## src/rtl/fifo_ctrl.sv

```systemverilog
// ---------------------------------------------------------------------------
// fifo_ctrl
//
// Purpose:
//   Synchronous first-word-fall-through FIFO controller for an external
//   block RAM. The RAM has a registered read address and a combinational
//   read, so its dout is valid one cycle after raddr is presented.
//   All data lives in the RAM. This block holds only the pointers, the
//   occupancy count and the sticky error flags.
//
// Parameters:
//   ADDR_WIDTH  RAM address width; FIFO depth is 2**ADDR_WIDTH.
//   DATA_WIDTH  data word width.
//   AF_THRESH   almost_full asserts when count >= AF_THRESH (1..DEPTH).
//
// Ports:
//   clk          clock, all logic on posedge
//   rst          synchronous active-high reset
//   wr_en        push request
//   wr_data      push data
//   full         count == DEPTH
//   almost_full  count >= AF_THRESH
//   rd_en        pop request
//   rd_data      head-of-FIFO data, meaningful while rd_valid = 1
//   rd_valid     FIFO not empty
//   count        occupancy, 0..DEPTH
//   overflow     sticky: push attempted while full
//   underflow    sticky: pop attempted while empty
//   ram_we       RAM write enable
//   ram_waddr    RAM write address
//   ram_wdata    RAM write data
//   ram_raddr    RAM read address (registered inside the RAM)
//   ram_dout     RAM read data
// ---------------------------------------------------------------------------
module fifo_ctrl #(
    parameter int ADDR_WIDTH = 6,
    parameter int DATA_WIDTH = 4,
    parameter int AF_THRESH  = 48
) (
    input  logic                  clk,
    input  logic                  rst,
    input  logic                  wr_en,
    input  logic [DATA_WIDTH-1:0] wr_data,
    output logic                  full,
    output logic                  almost_full,
    input  logic                  rd_en,
    output logic [DATA_WIDTH-1:0] rd_data,
    output logic                  rd_valid,
    output logic [ADDR_WIDTH:0]   count,
    output logic                  overflow,
    output logic                  underflow,
    output logic                  ram_we,
    output logic [ADDR_WIDTH-1:0] ram_waddr,
    output logic [DATA_WIDTH-1:0] ram_wdata,
    output logic [ADDR_WIDTH-1:0] ram_raddr,
    input  logic [DATA_WIDTH-1:0] ram_dout
);

    localparam int CW = ADDR_WIDTH + 1;
    localparam int DEPTH = 1 << ADDR_WIDTH;
    localparam logic [CW-1:0] DEPTH_C = CW'(DEPTH);
    localparam logic [CW-1:0] AF_C = CW'(AF_THRESH);

    logic [ADDR_WIDTH-1:0] wr_ptr;
    logic [ADDR_WIDTH-1:0] rd_ptr;
    logic [CW-1:0]         cnt;
    logic                  overflow_q;
    logic                  underflow_q;
    logic                  push;
    logic                  pop;

    // Status outputs are decoded from registered state only.
    always_comb begin
        count       = cnt;
        full        = (cnt == DEPTH_C);
        rd_valid    = (cnt != '0);
        almost_full = (cnt >= AF_C);
        overflow    = overflow_q;
        underflow   = underflow_q;
    end

    // Push and pop are judged independently: a pop in the same cycle does
    // not make room for a push into a full FIFO, and a push into an empty
    // FIFO cannot be popped in the same cycle.
    always_comb begin
        push = wr_en & ~full & ~rst;
        pop  = rd_en & rd_valid & ~rst;
    end

    // The read address always presents the head pointer as it will be
    // after this edge. Because the RAM registers raddr, its dout after the
    // edge is the new head word, so rd_data needs no register and a pop
    // stream has no bubbles. A write into an empty FIFO lands on the same
    // edge that latches raddr == wr_ptr, so the new word falls through.
    always_comb begin
        ram_we    = push;
        ram_waddr = wr_ptr;
        ram_wdata = wr_data;
        rd_data   = ram_dout;
        if (rst) begin
            ram_raddr = '0;
        end else if (pop) begin
            ram_raddr = rd_ptr + ADDR_WIDTH'(1);
        end else begin
            ram_raddr = rd_ptr;
        end
    end

    // Pointers wrap naturally at DEPTH; cnt carries the extra bit that
    // distinguishes full from empty when the pointers are equal.
    always_ff @(posedge clk) begin
        if (rst) begin
            wr_ptr      <= '0;
            rd_ptr      <= '0;
            cnt         <= '0;
            overflow_q  <= 1'b0;
            underflow_q <= 1'b0;
        end else begin
            if (push) begin
                wr_ptr <= wr_ptr + ADDR_WIDTH'(1);
            end
            if (pop) begin
                rd_ptr <= rd_ptr + ADDR_WIDTH'(1);
            end
            if (push && !pop) begin
                cnt <= cnt + CW'(1);
            end else if (pop && !push) begin
                cnt <= cnt - CW'(1);
            end
            if (wr_en && full) begin
                overflow_q <= 1'b1;
            end
            if (rd_en && !rd_valid) begin
                underflow_q <= 1'b1;
            end
        end
    end

endmodule
```

## config.mk

```make
export PLATFORM = sky130hd
export DESIGN_NAME = fifo_ctrl
export DESIGN_NICKNAME = d
export VERILOG_FILES = /design/src/rtl/fifo_ctrl.sv
export SDC_FILE = /design/constraint.sdc
export NUM_CORES = 1
export LEC_CHECK = 0
export ABC_AREA = 1
export CAP_MARGIN = 20
export CORE_MARGIN = 8
export CORE_UTILIZATION = 44
export CTS_BUF_LIST = sky130_fd_sc_hd__clkbuf_8
export DETAILED_ROUTE_END_ITERATION = 12
export DONT_BUFFER_PORTS = 1
export HOLD_SLACK_MARGIN = 0.08
export SKIP_LAST_GASP = 1
export SYNTH_ARGS = -nofsm -noshare
export SYNTH_HDL_FRONTEND = slang
export SYNTH_SLANG_ARGS = --single-unit
```

## constraint.sdc

```tcl
create_clock -name clk -period 2.85 [get_ports clk]
set_clock_uncertainty 0.1 [all_clocks]
set_input_delay 0.7125 -clock clk [delete_from_list [all_inputs] [get_ports clk]]
set_output_delay 0.7125 -clock clk [all_outputs]
set_load 0.01 [all_outputs]
```

==> key figures <==
Synthesis
  • Ys Warns: 0
  • Number of register bits inferred by synthesis: 21
  • Cells after Synth: 186
  • Syn Std Cell Area: 1330 um^2
  • Average size of a mapped cell: 7.14 um^2
  • Number of distinct library cells after synthesis: 27
  • Cell types with the largest area share after synthesis: dfxtp_1, nand2_1, ha_1
  • Mapped Nets: 207
  • Synth area leader: dfxtp_1
  • Sequential-to-total area share from yosys stat: 31.7%
  • Share of the synthesized area in the top cell type: 31.7%

Global routing
  • Via count of the first global-routing pass: 1096
  • Maximum number of pins on one net before global-route repair: 15
  • Initial antenna violation count: 0
  • Combined global-route utilization of all metal layers: 12.0%
  • First-pass GRT wire length: 4960 um
  • Gr ovfl total: 0

Routing
  • Iteration-0 DRC count of the detailed router: 25
  • Via Count: 1119
  • Detailed-route wire length per cell: 13.8 um
  • DR pass1 iterations: 4
  • Routed Wire Length: 2980 um
  • Count of antenna-violating nets left after detailed routing: 0
  • Number of vias per cell after detailed routing: 5.18
  • DRC errors left: 0

Clocking
  • CTS max path bufs: 2
  • H-tree depth: 1
  • CTS tree: built
  • Clock root buffer: clkbuf_8
  • Clock latency of the later-clocked register in the worst-skew pair: 0.26 ns
  • Clock-pin slew on the worst setup and hold paths: 0.08 ns
  • Post-CTS Setup Bufs: 0
  • Clock sink count: 21
  • CTS buffer count: 3

Timing
  • Setup violation total in the final timing report: 0
  • Tightest slew margin relative to the limit: 77.6%
  • Min Clock Period, post-route: 2.58 ns
  • Final hold violation count: 0
  • Max Clk Rate: 388 MHz
  • Final clock period utilization by the worst path: 90.5%
  • Post-route worst hold slack: 0.407 ns
  • RSZ-0062 raised after global routing: no
  • Total Neg Setup Slack: 0 ns
  • Total count of max-transition violations in the final report: 0
  • Worst Tran Pin Value: 0.336 ns

Critical path
  • Worst Path Max Fanout: 6
  • Logic depth of the worst register-to-register path: 15
  • Required time reported for the critical path endpoint: 2.91 ns
  • Slowest cell on the critical path: dfxtp_1
  • CP Data Arrival Time: 2.64 ns
  • Critical Path Sink Type: register
  • Largest incremental delay on the critical path: 0.46 ns
  • Startpoint class of the critical path: register
  • Most Frequent Cell on Critical Path: nand2_1
  • Crit path kind: reg2reg
  • Crit path cell chain: nor2_1, nand2_2, inv_1, nand2_1, nand3_2, ha_1, inv_1, ha_1, or2_1, nand3_1, nand2_1, nand2_1, nand3_1, nand2_1, inv_1

Die
  • Horizontal extent of the die: 70.9 um
  • Total I/O pin count: 45
  • Standard-cell rows: 20
  • Die Area: 5030 um^2
  • Die height: 70.9 um
  • Effective utilization at floorplan: 45.0%
  • Core box area: 2950 um^2

Finish
  • Combined area of the multi-input logic cells: 763 um^2
  • Final Net Count: 205
  • Sequential Area: 422 um^2
  • Antenna diodes: 0
  • Post-route cell area: 1370 um^2
  • Share of layout cells above drive strength 1: 12.0%
  • Count of filler cells inserted in the layout: 315
  • Area overhead of the layout relative to synthesis: 3.20%

Placed design
  • Port-buffer cells: 0
  • DP Area: 1320 um^2
  • Placer's final routability congestion estimate: 0.816
  • Detail Placement HPWL: 2360 um

Run
  • Max-Cap Viols: 0

Min path
  • Worst min-delay path class: in2reg
  • Hold Path Stages: 1

Power and ir drop
  • Static Leak: 0.000636 uW
  • Power per cell area: 781 nW/um^2
  • Worst supply voltage drop on vdd: 0.345 mV

Run status
  • Run status: complete, no violations
worst max-delay path: cells and delay by family (launching register included):
kind | cells | cell delay [ns]
flip-flops | 1 | 0.46
AND/OR/NAND/NOR | 10 | 1.13
buffers and inverters | 3 | 0.27
adder cells (fa/ha/maj) | 2 | 0.53
Yosys cell counts (all sizes together):
cell / count
a21oi: 13
buf: 9
clkbuf: 1
clkinv: 1
dfxtp: 21
fa: 1
ha: 8
inv: 19
nand2: 49
nand3: 14
nand3b: 4
nand4: 1
nor2: 27
o211ai: 2
o21ai: 6
o21bai: 1
or2: 2
xnor2: 2
xor2: 5
stage by stage:
stage	setup slack [ns]	cells	total power, uW	utilization, %
detailed placement	0.210	212	884	44.8
CTS	0.178	216	1090	46.4
global placement	0.244	212	875	44.8
global route	0.0131	216	1170	46.4
floorplan	0.312	186	797	-
finish	0.271	216	1070	46.4
layout make-up:
cell class | count | area share, %
Clock buffer | 3 | 3.01
Clock inverter | 1 | 0.365
Inverter | 20 | 5.48
Multi-Input combinational cell | 135 | 55.7
Sequential cell | 21 | 30.8
Tap cell | 33 | 3.01
Timing Repair Buffer | 3 | 1.64
timing repair:
| item | CTS | global route |
|---|---|---|
| resized for setup | 0 | 1 |
| hold buffers | 0 | 0 |
| endpoints found under the hold margin | 0 | 0 |
| endpoints found under the setup margin | 0 | 1 |
where the power goes:
part / total, uW / switching [uW] / internal (uW)
Clock: 193 / 95.7 / 97.3
Combinational: 459 / 288 / 171
Sequential: 417 / 78.2 / 339
Total: 1070 / 462 / 608
worst paths after layout:
path                startpoint            to  slack (ns)
hold / removal             rst  ram_waddr[4]        0.41
setup / recovery      count[2]      count[6]        0.27
setup reg to reg      count[2]      count[6]        0.27
hold reg to reg   ram_waddr[5]  ram_waddr[5]        0.44
registers in the layout, indices dropped and copies added (netlist names):
signal / flops
count: 7
underflow: 1
ram_waddr: 6
rd_ptr: 6
overflow: 1
layer usage:
| layer | up-vias | GRT usage, % | wire, um |
|---|---|---|---|
| met5 | - | 0 | 0 |
| met4 | 0 | 3.93 | 23 |
| met3 | 2 | 6.64 | 349 |
| met2 | 34 | 20.1 | 1340 |
| met1 | 502 | 12.4 | 1270 |
| li1 | 581 | - | - |
logic make-up (layout without fill, tap and decap cells):
group / count (synthesis) / after routing / synth area share (%)
adders and majority gates: 9 / 9 / 9.05
AOI/OAI and AO/OA: 22 / 22 / 9.71
buffers and inverters: 30 / 27 / 10.8
DFF: 21 / 21 / 31.7
and+or+nand+nor: 97 / 97 / 34.1
xor gates and xnor gates: 7 / 7 / 4.62
layout by cell type, fill, tap and decap left out, drive strengths merged, types with 4 or more instances in the layout:
cell | netlist | final
nand2 | 49 | 49
nor2 | 27 | 27
dfxtp | 21 | 21
inv | 19 | 19
nand3 | 14 | 14
a21oi | 13 | 13
ha | 8 | 8
o21ai | 6 | 6
xor2 | 5 | 5
nand3b | 4 | 4
(Power assumes the default switching activity.)
